**config.mk**
```make
export PLATFORM = sky130hd
export DESIGN_NAME = stopwatch_lap_core
export DESIGN_NICKNAME = d
export VERILOG_FILES = /design/src/rtl/stopwatch_lap_core.sv
export SDC_FILE = /design/constraint.sdc
export NUM_CORES = 1
export LEC_CHECK = 0
export BUFFER_PORTS_ARGS = -buffer_cell sky130_fd_sc_hd__buf_2
export CELL_PAD_IN_SITES_DETAIL_PLACEMENT = 1
export CELL_PAD_IN_SITES_GLOBAL_PLACEMENT = 2
export CORE_MARGIN = 10
export CORE_UTILIZATION = 30
export CTS_BUF_LIST = sky130_fd_sc_hd__clkbuf_4
export DETAILED_ROUTE_END_ITERATION = 16
export PLACE_DENSITY_LB_ADDON = 0.1
export SYNTH_ARGS = -nofsm -noshare
export SYNTH_HDL_FRONTEND = slang
export SYNTH_SLANG_ARGS = --single-unit
```
**constraint.sdc**
```tcl
create_clock -name clk -period 2.25 [get_ports clk]
set_input_delay 0.1125 -clock clk [delete_from_list [all_inputs] [get_ports clk]]
set_output_delay 0.1125 -clock clk [all_outputs]
set_load 0.05 [all_outputs]
```
**src/rtl/stopwatch_lap_core.sv**
```systemverilog
// rtl/stopwatch_lap_core.sv - BCD mm:ss.cc stopwatch time base with lap hold
// Counts prescaled tick_in pulses while running; display can freeze on a lap capture.
module stopwatch_lap_core #(
  parameter int TICKS_PER_CSEC = 10000,
  parameter int PRESC_W        = 14
) (
  input  logic       clk,
  input  logic       reset_p,
  input  logic       tick_in,
  input  logic       btn_start_stop,
  input  logic       btn_lap_clear,
  output logic       running,
  output logic       lap_hold,
  output logic [7:0] disp_min,
  output logic [7:0] disp_sec,
  output logic [7:0] disp_csec,
  output logic       wrap_p
);

  typedef enum logic [1:0] {IDLE = 2'd0, RUN = 2'd1, PAUSE = 2'd2} state_t;

  localparam logic [PRESC_W-1:0] PRESC_LAST = PRESC_W'(TICKS_PER_CSEC - 1);

  state_t             state, state_n;
  logic [PRESC_W-1:0] presc_q, presc_n;
  logic [7:0]         min_q, sec_q, csec_q;
  logic [7:0]         min_n, sec_n, csec_n;
  logic [7:0]         lap_min, lap_sec, lap_csec;
  logic [7:0]         lap_min_n, lap_sec_n, lap_csec_n;
  logic [8:0]         csec_i, sec_i, min_i;
  logic               lap_hold_n, csec_inc, wrap_n;

  // Returns {carry, next}; any digit at or beyond its limit rolls, so non-BCD never persists.
  function automatic logic [8:0] bcd_inc(input logic [7:0] v, input logic [3:0] tens_max);
    if (v[3:0] < 4'd9)
      return {1'b0, v[7:4], v[3:0] + 4'd1};
    if (v[7:4] < tens_max)
      return {1'b0, v[7:4] + 4'd1, 4'd0};
    return {1'b1, 8'h00};
  endfunction

  always_comb begin
    csec_i     = bcd_inc(csec_q, 4'd9);
    sec_i      = bcd_inc(sec_q, 4'd5);
    min_i      = bcd_inc(min_q, 4'd5);
    csec_inc   = (state == RUN) && tick_in && (presc_q == PRESC_LAST);
    state_n    = state;
    presc_n    = presc_q;
    min_n      = min_q;
    sec_n      = sec_q;
    csec_n     = csec_q;
    lap_min_n  = lap_min;
    lap_sec_n  = lap_sec;
    lap_csec_n = lap_csec;
    lap_hold_n = lap_hold;
    wrap_n     = 1'b0;

    if ((state == RUN) && tick_in)
      presc_n = csec_inc ? '0 : presc_q + 1'b1;

    if (csec_inc) begin
      csec_n = csec_i[7:0];
      if (csec_i[8]) begin
        sec_n = sec_i[7:0];
        if (sec_i[8]) begin
          min_n  = min_i[7:0];
          wrap_n = min_i[8];
        end
      end
    end

    case (state)
      IDLE: begin
        if (btn_start_stop)
          state_n = RUN;
      end
      RUN: begin
        if (btn_start_stop) begin
          state_n = PAUSE;
        end else if (btn_lap_clear) begin
          lap_hold_n = !lap_hold;
          // Capture uses the registered (pre-increment) time even on a carry edge.
          if (!lap_hold) begin
            lap_min_n  = min_q;
            lap_sec_n  = sec_q;
            lap_csec_n = csec_q;
          end
        end
      end
      PAUSE: begin
        if (btn_start_stop) begin
          state_n = RUN;
        end else if (btn_lap_clear) begin
          state_n    = IDLE;
          presc_n    = '0;
          min_n      = 8'h00;
          sec_n      = 8'h00;
          csec_n     = 8'h00;
          lap_min_n  = 8'h00;
          lap_sec_n  = 8'h00;
          lap_csec_n = 8'h00;
          lap_hold_n = 1'b0;
        end
      end
      default: state_n = IDLE;
    endcase
  end

  always_ff @(posedge clk) begin
    if (reset_p) begin
      state     <= IDLE;
      presc_q   <= '0;
      min_q     <= 8'h00;
      sec_q     <= 8'h00;
      csec_q    <= 8'h00;
      lap_min   <= 8'h00;
      lap_sec   <= 8'h00;
      lap_csec  <= 8'h00;
      lap_hold  <= 1'b0;
      running   <= 1'b0;
      wrap_p    <= 1'b0;
      disp_min  <= 8'h00;
      disp_sec  <= 8'h00;
      disp_csec <= 8'h00;
    end else begin
      state     <= state_n;
      presc_q   <= presc_n;
      min_q     <= min_n;
      sec_q     <= sec_n;
      csec_q    <= csec_n;
      lap_min   <= lap_min_n;
      lap_sec   <= lap_sec_n;
      lap_csec  <= lap_csec_n;
      lap_hold  <= lap_hold_n;
      running   <= (state_n == RUN);
      wrap_p    <= wrap_n;
      disp_min  <= lap_hold_n ? lap_min_n  : min_n;
      disp_sec  <= lap_hold_n ? lap_sec_n  : sec_n;
      disp_csec <= lap_hold_n ? lap_csec_n : csec_n;
    end
  end

endmodule
```
# [Word-level counts from Yosys, hierarchy flattened]
# Cells that the tools add are included.
[word_totals] elab_cells=111 in_bits=5 regBits=91 out_inout_bits=27
[classes] add_sub_neg=7 magnitude_cmp=6 muxes=72 reduce_logical=5 n_eq_ne=4 bitwise_logic=3
[ops] cell="two-way mux 8 bit" count=33
[ops] cell="two-way mux 9 bit" count=12
[ops] cell="two-way mux 14 bit" count=5
[ops] cell="one-hot mux 8 bit (2 select lines)" count=3
[ops] cell="adder 4 x 1 -> 4 bit (second input constant)" count=6
[ops] cell="< comparator 4 bit (second input constant)" count=4
[ops] cell="adder 14 x 1 -> 14 bit (second input constant)" count=1
[ops] cell="== test 14 bit (second input constant)" count=1
[ops] cell="two-way mux 1 bit" count=13
[ops] cell="< comparator 4 x 3 -> 1 bit (second input constant)" count=2
[ops] cell="two-way mux 2 bit" count=4
[ops] cell="one-hot mux 2 bit (3 select lines)" count=1
[ops] cell="== test 2 x 1 -> 1 bit (second input constant)" count=2
[ops] cell="OR reduction 4 bit" count=1
[ops] cell="NOT 1 bit" count=3
[ops] cell="== test 2 bit (second input constant)" count=1
[ops] cell="logical AND 1 bit" count=2
[ops] cell="zero test 2 bit" count=1
[ops] cell="one-hot mux 1 bit (2 select lines)" count=1
[ops] cell="zero test 1 bit" count=1

# [Longest topological paths before layout]
# Gate-level depths: netlist (run 1).
[logic_depth] depth_word=12 ltp_mapped=12 depth_no_buf=9

# [Worst setup path after synthesis (run 1)]
# No wires, ideal clock.
[synth_timing] path_type="reg-to-reg" start="register lap_hold" end="register disp_sec[3]" arrival_time_ps=2148 path_stages_with_launch=11 synth_period_minus_slack_ps=2220 required_time_ps=2178 setup_ps=72 path_buffers=3 setup_slack_ps=30 cell_sequence="dfxtp_1 ha_1 nand2b_1 a21oi_1 or2_2 buf_2 nand2b_1 buf_2 inv_2 buf_2 a2bb2oi_1"
[synth_via] elab_chain_cells=5 elab_cells_between_ends=11 classes_between="mux (10); reduce/logical (1)"
[synth_lines] element="from (decl)" line_no="13" source="output logic lap_hold,"
[synth_lines] element="from (signal assigned)" line_no="134" source="lap_hold <= lap_hold_n;"
[synth_lines] element="two-way mux 8 bit or zero test 1 bit (tied branches)"
[synth_lines] element="two-way mux 8 bit or two-way mux 1 bit (tied branches)" line_no="80" source="end else if (btn_lap_clear) begin"
[synth_lines] element="two-way mux 8 bit or two-way mux 1 bit (tied branches)" line_no="78" source="if (btn_start_stop) begin"
[synth_lines] element="one-hot mux 8 bit (2 select lines) or one-hot mux 1 bit (2 select lines) (tied branches)" line_no="72" source="case (state)"
[synth_lines] element="two-way mux 8 bit *" line_no="138" source="disp_sec <= lap_hold_n ? lap_sec_n : sec_n;"
[synth_lines] element="to (signal assigned)" line_no="138"
[synth_lines] element="to (decl)" line_no="15" source="output logic [7:0] disp_sec,"
# Every way passes the cells marked *; elsewhere a longest branch is shown, timed or not.
# A chain may end at the register's enable or synchronous reset.

# [Worst setup path after layout (run 1)]
[layout_timing] start="register min_q[0]" end="register disp_min[5]"
[layout_via] elab_chain_cells=10
[layout_lines] element="from (decl)" line_no="26" source="logic [7:0] min_q, sec_q, csec_q;"
[layout_lines] element="from (signal assigned)" line_no="128" source="min_q <= min_n;"
[layout_lines] element="< comparator 4 bit *" line_no="35" source="if (v[3:0] < 4'd9)"
[layout_lines] element="two-way mux 1 bit *" line_no="35"
[layout_lines] element="two-way mux 9 bit *" line_no="37" source="if (v[7:4] < tens_max)"
[layout_lines] element="two-way mux 8 bit *" line_no="65" source="if (sec_i[8]) begin"
[layout_lines] element="two-way mux 8 bit *" line_no="63" source="if (csec_i[8]) begin"
[layout_lines] element="two-way mux 8 bit *" line_no="61" source="if (csec_inc) begin"
[layout_lines] element="two-way mux 8 bit" line_no="93" source="end else if (btn_lap_clear) begin"
[layout_lines] element="two-way mux 8 bit" line_no="91" source="if (btn_start_stop) begin"
[layout_lines] element="two-way mux 8 bit *" line_no="72"
[layout_lines] element="two-way mux 8 bit *" line_no="137" source="disp_min <= lap_hold_n ? lap_min_n : min_n;"
[layout_lines] element="to (signal assigned)" line_no="137"
[layout_lines] element="to (decl)" line_no="14" source="output logic [7:0] disp_min,"
# Marks and branches as above.

==> results of run 1 <==
-- critical path: stages, from the launching register on --
cell and delay, ns:
dfxtp_2 0.39, inv_1 0.08, ha_1 0.19, nor2b_1 0.16
nand2b_2 0.26, nor4_4 0.33, mux2_2 0.39, a221oi_2 0.25
-- final cells by class --
cell class,count,area (um2),area share [%]
Multi-Input combinational cell,300,2040,42.5
Clock inverter,4,27.5,0.575
Inverter,22,85.1,1.78
Sequential cell,91,1830,38.2
Timing Repair Buffer,69,494,10.3
Tap cell,176,220,4.60
Clock buffer,12,90.1,1.88
Antenna cell,1,2.50,0.0523
-- power by group through the flow --
stage | sequential, mW | clock [mW] | combinational [mW]
2_1_floorplan | 1.71 | 0 | 0.110
3_3_place_gp | 1.67 | 0 | 0.259
3_5_place_dp | 1.67 | 0 | 0.260
4_1_cts | 1.64 | 0.889 | 0.261
5_1_grt | 1.64 | 0.948 | 0.281
6_report | 1.63 | 0.838 | 0.257
-- cell families after synthesis --
group / synth area share [%]
AND/OR/NAND/NOR: 21.2
AO/OA/AOI/OAI: 18.8
flip-flops: 45.5
buffers and inverters: 4.40
adder cells (fa/ha/maj): 5.62
XOR/XNOR: 2.41
multiplexers: 2.06
-- repair_timing --
item | in CTS | in global routing
hold buffers | 0 | 0
setup endpoints to repair | 0 | 5
resized for setup | 0 | 14
setup buffers | 0 | 2
-- how the worst max path moves through the flow --
stage          slack (ns)                  start                      to
2_1_floorplan        0.03    lap_hold$_SDFF_PP0_  disp_sec[3]$_SDFF_PP0_
3_3_place_gp         0.15  presc_q[0]$_SDFF_PP0_  disp_min[5]$_SDFF_PP0_
3_5_place_dp         0.09   csec_q[0]$_SDFF_PP0_  disp_min[5]$_SDFF_PP0_
4_1_cts              0.05   csec_q[0]$_SDFF_PP0_  disp_min[5]$_SDFF_PP0_
5_1_grt            -0.001   csec_q[4]$_SDFF_PP0_  disp_sec[5]$_SDFF_PP0_
6_report             0.13    min_q[0]$_SDFF_PP0_  disp_min[5]$_SDFF_PP0_
-- per-stage QoR --
step	hold WS (ns)	power, mW	util, %
after detailed placement	0.483	1.93	35.1
after floorplan	0.315	1.82	-
after CTS	0.00114	2.79	36.0
after global placement	0.470	1.93	35.1
final	0.0252	2.73	36.4
after global routing	0.0425	2.87	36.4
-- cell usage after synthesis (8+ instances only) --
library cell | count | share of area (%)
a21oi_1 | 18 | 2.2
a2bb2oi_1 | 14 | 3.1
ha_1 | 18 | 5.6
nor3_1 | 8 | 1.0
o21ai_0 | 9 | 1.1
nand2b_1 | 9 | 1.4
nand3_1 | 20 | 2.5
dfxtp_1 | 91 | 45
clkbuf_1 | 17 | 1.6
a22oi_1 | 25 | 4.7
inv_1 | 21 | 2.0
nor2_1 | 55 | 5.2
nand2_1 | 22 | 2.1
a221oi_1 | 8 | 1.7
-- cells in the final DEF, fill, tap and decap left out, drive strengths merged, types with 2 or more instances in the layout --
master,n
o211a,2
nand4,6
xor2,6
a41oi,4
and4,6
xnor2,5
nor2,56
buf,69
a21oi,18
clkinvlp,3
a32oi,2
nand2b,9
inv,22
nand3,20
mux2,2
a22oi,25
nand4b,2
nor3,11
a2bb2oi,14
dfxtp,91
and2,2
a31oi,5
nand2,22
o21a,5
o211ai,2
mux2i,6
nor4b,3
nor4,7
nor2b,4
and3,6
ha,18
or3,3
o21ai,10
clkbuf,12
a221oi,9
-- metal layers --
layer	up-vias	routed length, um	GRT usage [%]
li1	1705	-	-
met3	13	323	2.78
met4	0	187	5.20
met5	-	0	0
met2	33	5470	21.1
met1	1697	5960	18.1
==> metrics.md, run 1 <==
| Metric | Value |
|---|---|
| Status | `finished clean` |
| Synth Register Bits | `91` |
| Antenna Nets Post-Route | `0` |
| Slew HR | `60.9%` |
| Total CTS buffers | `9` |
| Final setup fails | `0` |
| Vias in the first global route | `roughly 3600` |
| Crit-path max FO | `4` |
| GP Congestion | `~0.82` |
| Final net count | `516` |
| Max VDD drop | `296 uV` |
| First-pass GRT wire length | `19700 um` |
| Detailed placer's ending HPWL | `8520 um` |
| Largest net degree at the start of global routing | `27` |
| Main flop type after synthesis | `dfxtp_1` |
| Setup_tns | `0 ns` |
| Deepest clock path buffer count | `2` |
| Async set-reset flop share out of synthesis | `0%` |
| Max FFs per register | `14` |
| Top Ports | `32` |
| Drt drc | `0` |
| PD cells | `about 570 nW/um2` |
| Reg2Reg Setup Slack | `0.13 ns` |
| Fill cells | `1574` |
| Placed cell count | `656` |
| Synth unique cells | `52` |
| Hold EP | `state[0]$_SDFF_PP0_` |
| GRT Overall Usage | `a little over an eighth` |
| Worst reg2reg path depth | `7` |
| 1st-pass router iterations | `4` |
| CTS sink cnt | `91` |
| Layout cells sized above 1 | `21.9%` |
| Initial DRC count | `144` |
| Row Count | `42` |
| Core box area | `13100 um2` |
| CP Data Arrival Time | `2.51 ns` |
| Origin of the worst min-delay path | `btn_start_stop` |
| Finished Cell Area | `about 4800 um2` |
| Port Buffers | `31` |
| RSZ-0062 raised after global routing | `true` |
| Switch Pwr | `764 uW` |
| Mapped Cells | `436` |
| Die width | `between 100 and 150 um` |
| CTS tree | `yes` |
| Total Routed Length | `11900 um` |
| Vias | `3448` |
| FF-to-FF Start | `min_q[0]$_SDFF_PP0_` |
| Actual slew at the worst max-slew pin | `0.571 ns` |
| YS warnings | `0` |
| CP endpoint kind | `flop` |
| Non-filler cells, final | `slightly below 700` |
| Clock skew | `0.0201 ns` |
| Die Y | `around 140 um` |
| Register area share after synthesis | `a little under half` |
| Clk_lat worst skew | `approximately 0.47 ns` |
| Switching Share | `28.0%` |
| CP required | `between 2 and 3 ns` |
| Initial Util | `30.5%` |
| Static Leak | `1.87 nW` |
| Grt total ovfl | `0` |
| Logic pwr share | `around a tenth` |
| MaxCap Viol Count | `0` |
| Place WS | `0.0909 ns` |
| Clock power share | `a little under a third` |
| Fin. max-slew vios | `0` |
| Internal power | `1.97 mW` |
| Synth-to-Final Area Change | `19.5%` |
| Vias/cell | `between 5 and 6` |
| Hold depth | `3` |
| Fin crit share | `94.2%` |
| Syn_nets | `459` |
| Sequential Power Share | `59.9%` |
| CTS H-tree depth | `3` |
| Worst setup path class | `flop to flop` |
| Initial antenna violation count | `1` |
| DIE AREA | `18400 um2` |
| Drt wl/cell | `17.7 um` |
| RR Endpoint | `disp_min[5]$_SDFF_PP0_` |
| CP Launch Type | `flop` |
| Synth Cell Area | `4010 um2` |
| Final worst slack | `0.130 ns` |
| Final Hold Viols | `0` |
| Max Clk Rate | `472 MHz` |
| Avg Inst Size Synth | `9.19 um2` |
| Clock slew at reported path FFs | `0.14 ns` |
| Placed cell areas | `approximately 4600 um2` |
| Worst min-delay path class | `primary input to flop` |
| Fin crit period | `2.12 ns` |
| Root Buffer | `clkbuf_4` |
| EDFF count, synth | `0` |
| Largest Register | `presc_q` |
(Power assumes the default switching activity.)
==> inputs of run 2 (changes only) <==
--- a/config.mk
+++ b/config.mk
@@ -13,6 +13,7 @@
 export CTS_BUF_LIST = sky130_fd_sc_hd__clkbuf_4
 export DETAILED_ROUTE_END_ITERATION = 16
 export PLACE_DENSITY_LB_ADDON = 0.1
+export RECOVER_POWER = 100
 export SYNTH_ARGS = -nofsm -noshare
 export SYNTH_HDL_FRONTEND = slang
 export SYNTH_SLANG_ARGS = --single-unit
==> run 2 against run 1 <==
  * Clock skew decreased by 0.0025 ns
  * Design area fell by 1.0%
  * Critical path type unchanged
  * Utilization fell by 0.38 points
  * Power shrank 0.45%
  * Clock power is 0.6% lower
  * Register-to-register slack about the same
  * Critical endpoint unchanged
  * Critical path depth unchanged
  * Highest routed layer unchanged
  * Clock-buffer cell count unchanged
  * Maximum frequency about the same
  * Largest cell class unchanged
  * Flip-flop and latch count unchanged
  * Wire length about the same
==> metrics.md, run 2 (synthesis results as in run 1) <==
| Metric | Value |
|---|---|
| Status | `finished clean` |
| Non-filler cells, final | `approximately 680` |
| Delay of the slowest cell on the worst path | `0.39 ns` |
| CTS H-tree depth | `3` |
| Commonest non-fill, non-tap cell in the layout | `dfxtp_1` |
| Port Buffers | `31` |
| Max Clk Rate | `472 MHz` |
| Initial Util | `30.5%` |
| Max FFs per register | `14` |
| Vias/cell | `5.10` |
| Core box area | `13100 um2` |
| Hold-fix buffer count after cts | `0` |
| Clock skew | `0.0175 ns` |
| Total Routed Length | `11900 um` |
| Grt total ovfl | `0` |
| Deepest clock path buffer count | `2` |
| Drt wl/cell | `approximately 18 um` |
| Initial antenna violation count | `1` |
| Die width | `136 um` |
| Final net count | `516` |
| Most frequent cells in the layout | `dfxtp_1, nor2_1, clkbuf_1, buf_4, a22oi_1` |
| Slew HR | `roughly 58%` |
| Clk_lat worst skew | `0.47 ns` |
| Die Y | `136 um` |
| Fin crit period | `2.12 ns` |
| Largest Register | `presc_q` |
| CP Launch Type | `flop` |
| Fin crit share | `~94%` |
| PD cells | `574 nW/um2` |
| Static Leak | `1.74 nW` |
| Final setup fails | `0` |
| Layout cells sized above 1 | `between 10% and 20%` |
| Min Hold Slack | `0.0315 ns` |
| Actual slew at the worst max-slew pin | `about 0.63 ns` |
| Fin. max-slew vios | `0` |
| Worst setup path class | `flop to flop` |
| Total CTS buffers | `9` |
| RSZ-0062 raised after global routing | `true` |
| Row Count | `42` |
| Clock slew at reported path FFs | `0.14 ns` |
| MaxCap Viol Count | `0` |
| CP Data Arrival Time | `approximately 2.5 ns` |
| Top Ports | `32` |
| Placed cell count | `about 660` |
| Crit path cell chain | `inv_1 -> ha_1 -> nor2b_1 -> nand2b_2 -> nor4_4 -> mux2_2 -> a221oi_2` |
| Largest net degree at the start of global routing | `27` |
| Drt drc | `0` |
| Crit-path max FO | `4` |
| CP required | `approximately 2.6 ns` |
| Total power draw | `2.72 mW` |
| CP endpoint kind | `flop` |
| CTS tree | `yes` |
| Vias in the first global route | `3571` |
| Antenna Nets Post-Route | `0` |
| 1st-pass router iterations | `4` |
| Worst min-delay path class | `primary input to flop` |
| Critical-path top delay cell | `dfxtp_2` |
| Synth-to-Final Area Change | `18.2%` |
| Detailed placer's ending HPWL | `~8500 um` |
| Max VDD drop | `295 uV` |
| Root Buffer | `clkbuf_4` |
| Initial DRC count | `136` |
| GP Congestion | `0.819` |
| Final Hold Viols | `0` |
| First-pass GRT wire length | `19700 um` |
| DIE AREA | `18400 um2` |
| CTS sink cnt | `between 90 and 100` |
| Vias | `3440` |
| GRT Overall Usage | `13.6%` |
run 2: layer usage:
metal	up-vias	wire, um	track usage (%)
met5	-	0	0
met4	0	187	5.20
met3	13	337	2.78
met2	33	5470	21.1
met1	1692	5960	18.1
li1	1702	-	-
run 2: stage by stage:
stage | setup WS [ns] | setup TNS [ns] | instance area [um2] | utilization, %
floorplan | 0.0295 | 0 | 4010 | -
global placement | 0.152 | 0 | 4610 | 35.1
detailed placement | 0.0909 | 0 | 4610 | 35.1
CTS | 0.0529 | 0 | 4730 | 36.0
global route | -0.00124 | -0.00124 | 4740 | 36.0
finish | 0.131 | 0 | 4740 | 36.0
run 2: report_power, final:
| part | leakage [nW] | internal [mW] | switching (mW) |
|---|---|---|---|
| sequential | 0.737 | 1.63 | 0.00745 |
| combinational | 0.942 | 0.0707 | 0.179 |
| clock | 0.0596 | 0.263 | 0.570 |
| total | 1.74 | 1.96 | 0.757 |
run 2: path summary, 6_finish.rpt:
| kind | startpoint | end | slack [ns] | depth (start not counted) |
|---|---|---|---|---|
| worst max-delay path | min_q[0]$_SDFF_PP0_ | disp_min[5]$_SDFF_PP0_ | 0.13 | 7 |
| worst min-delay path | btn_start_stop | state[0]$_SDFF_PP0_ | 0.03 | 3 |
| worst max register to register | min_q[0]$_SDFF_PP0_ | disp_min[5]$_SDFF_PP0_ | 0.13 | 7 |
| worst min register to register | presc_q[1]$_SDFF_PP0_ | presc_q[1]$_SDFF_PP0_ | 0.50 | 2 |
run 2: cell type report:
class	count	area [um2]
Inverter	22	85.1
Timing Repair Buffer	69	449
Clock inverter	4	27.5
Clock buffer	12	90.1
Antenna cell	1	2.50
Tap cell	176	220
Sequential cell	91	1830
Multi-Input combinational cell	300	2030
Fill cell	1588	8400
run 2: worst max-delay path: cells and delay by family, from the launching register on:
| family | cells | cell delay (ns) |
|---|---|---|
| and+or+nand+nor | 3 | 0.74 |
| DFF | 1 | 0.39 |
| muxes | 1 | 0.39 |
| AOI/OAI and AO/OA | 1 | 0.25 |
| adders and majority gates | 1 | 0.19 |
| buffers and inverters | 1 | 0.08 |
run 2: what timing repair did:
item                                    CTS  global route
buffers inserted                          0             2
gates resized for setup                   0            14
endpoints found under the setup margin    0             5
==> inputs of run 3 (changes only) <==
==> constraint.sdc (replaced) <==
create_clock -name clk -period 2.2 [get_ports clk]
set_input_delay 0.11 -clock clk [delete_from_list [all_inputs] [get_ports clk]]
set_output_delay 0.11 -clock clk [all_outputs]
set_load 0.05 [all_outputs]
==> run 3 against run 2 <==
  * Design area rose by 2.3%
  * Combinational power rose by 6%
  * First-iteration DRC count rose by 35%
  * Setup slack improved by 0.00098 ns
==> metrics.md, run 3 (synthesis results as in run 1) <==
| Metric | Value |
|---|---|
| Antenna Nets Post-Route | `0` |
| Static Leak | `1.80 nW` |
| CTS H-tree depth | `3` |
| Detailed placer's ending HPWL | `8560 um` |
| Final net count | `526` |
| Placed cell areas | `4670 um2` |
| Setup_tns | `0 ns` |
| Placed cell count | `664` |
| Commonest non-fill, non-tap cell in the layout | `dfxtp_1` |
| Drt wl/cell | `between 15 and 20 um` |
| Fin crit share | `94.0%` |
| Final setup fails | `0` |
| Deepest clock path buffer count | `2` |
| Reg2Reg Setup Slack | `0.13 ns` |
| Crit-path max FO | `8` |
| Initial Util | `30.5%` |
| Layout cells sized above 1 | `16.5%` |
| Initial DRC count | `184` |
| Fill cells | `1563` |
| Fin crit period | `2.07 ns` |
| Vias/cell | `5.08` |
| Worst setup path class | `flop to flop` |
| Crit path buf inv count | `4` |
| DIE AREA | `18400 um2` |
| Top Ports | `32` |
| PD cells | `621 nW/um2` |
| Grt total ovfl | `0` |
| Core box area | `13100 um2` |
| Delay-heaviest family, CP | `compound AO/OA/AOI/OAI gates` |
| Delay of the slowest cell on the worst path | `0.37 ns` |
| Max FFs per register | `14` |
| Non-filler cells, final | `a little under 700` |
| Final Hold Viols | `0` |
| Vias | `~3500` |
| MaxCap Viol Count | `0` |
| Worst min-delay path class | `primary input to flop` |
| CP required | `2.55 ns` |
| CP endpoint kind | `flop` |
| Largest Register | `presc_q` |
| RSZ-0062 raised after global routing | `true` |
| Clock slew at reported path FFs | `0.14 ns` |
| Multi-input logic area | `2040 um2` |
| Synth-to-Final Area Change | `21.0%` |
| GP Congestion | `roughly 0.75` |
| Slew HR | `59.5%` |
| Root Buffer | `clkbuf_4` |
| Die Y | `136 um` |
| Max Clk Rate | `483 MHz` |
| Row Count | `42` |
| First-pass GRT wire length | `19400 um` |
| FF+latch area | `1830 um2` |
| CTS sink cnt | `91` |
| Max VDD drop | `257 uV` |
| Actual slew at the worst max-slew pin | `0.592 ns` |
| Finished Cell Area | `around 4800 um2` |
| CP Data Arrival Time | `between 2 and 2.5 ns` |
| 1st-pass router iterations | `4` |
| GRT Overall Usage | `a little over an eighth` |
| Status | `finished clean` |
| Critical-path top delay cell | `dfxtp_2` |
| Initial antenna violation count | `1` |
| Vias in the first global route | `3575` |
| Fin. max-slew vios | `0` |
| CTS tree | `yes` |
| Largest net degree at the start of global routing | `27` |
| Port Buffers | `31` |
| Clock skew | `0.0196 ns` |
| Most frequent cells in the layout | `dfxtp_1, nor2_1, buf_4` |
| Total CTS buffers | `9` |
| Total Routed Length | `between 10000 and 15000 um` |
| Clk_lat worst skew | `0.47 ns` |
| Drt drc | `0` |
| Die width | `between 100 and 150 um` |
| CP Launch Type | `flop` |
| Crit path cell chain | `inv_1 -> ha_1 -> buf_4 -> o21ai_0 -> a21boi_1 -> or2_2 -> nand2b_1 -> inv_2 -> buf_4 -> a31oi_1 -> a221oi_1` |
| Min Hold Slack | `0.0358 ns` |
| Crit-path most repeated cell | `buf_4` |
## run 3: metrics by stage
| step | power (mW) | utilization (%) | worst slack (ns) |
|---|---|---|---|
| finish | 3.01 | 36.9 | 0.131 |
| detailed placement | 1.98 | 35.6 | -0.0153 |
| CTS | 3.06 | 36.9 | 0.0358 |
| floorplan | 1.86 | - | 0.00293 |
| global route | 3.14 | 36.9 | -0.00880 |
| global placement | 1.97 | 35.6 | 0.110 |
## run 3: power by group
part           switching, mW  internal, mW  total, mW  leakage, nW
clock                  0.614         0.457       1.07       0.0812
sequential           0.00890          1.67       1.67        0.736
combinational          0.187        0.0777      0.265        0.983
total                  0.811          2.20       3.01         1.80
## run 3: worst register-to-register path, cell delays in order, from the launching register on
cell and delay [ns]:
dfxtp_2 0.37, inv_1 0.07, ha_1 0.19, buf_4 0.16, o21ai_0 0.17, a21boi_1 0.10, or2_2 0.29, nand2b_1 0.11
inv_2 0.06, buf_4 0.18, a31oi_1 0.16, a221oi_1 0.09
## run 3: final timing paths
path | start | end | depth (start not counted)
max | state[1]$_SDFF_PP0_ | disp_sec[6]$_SDFF_PP0_ | 11
min | btn_start_stop | state[0]$_SDFF_PP0_ | 3
max reg2reg | state[1]$_SDFF_PP0_ | disp_sec[6]$_SDFF_PP0_ | 11
min reg2reg | presc_q[1]$_SDFF_PP0_ | presc_q[1]$_SDFF_PP0_ | 2
## run 3: timing repair
action	CTS	global route
pin swaps	3	4
setup endpoints to repair	2	15
endpoints found under the hold margin	2	0
setup buffers	1	2
resized for setup	2	13
hold buffers	1	0
## run 3: routing by layer
metal | GRT usage [%] | share of wire, % | up-vias
met2 | 21.8 | 46 | 35
met5 | 0 | 0 | -
met4 | 5.74 | 1.5 | 0
li1 | - | - | 1725
met1 | 17.1 | 50 | 1711
met3 | 2.52 | 2.8 | 10
## run 3: layout make-up
cell class	count	area share, %
Antenna cell	1	0.0516
Clock buffer	9	1.39
Clock inverter	7	1.91
Inverter	22	1.70
Multi-Input combinational cell	300	42.1
Sequential cell	91	37.7
Tap cell	176	4.54
Timing Repair Buffer	79	10.6
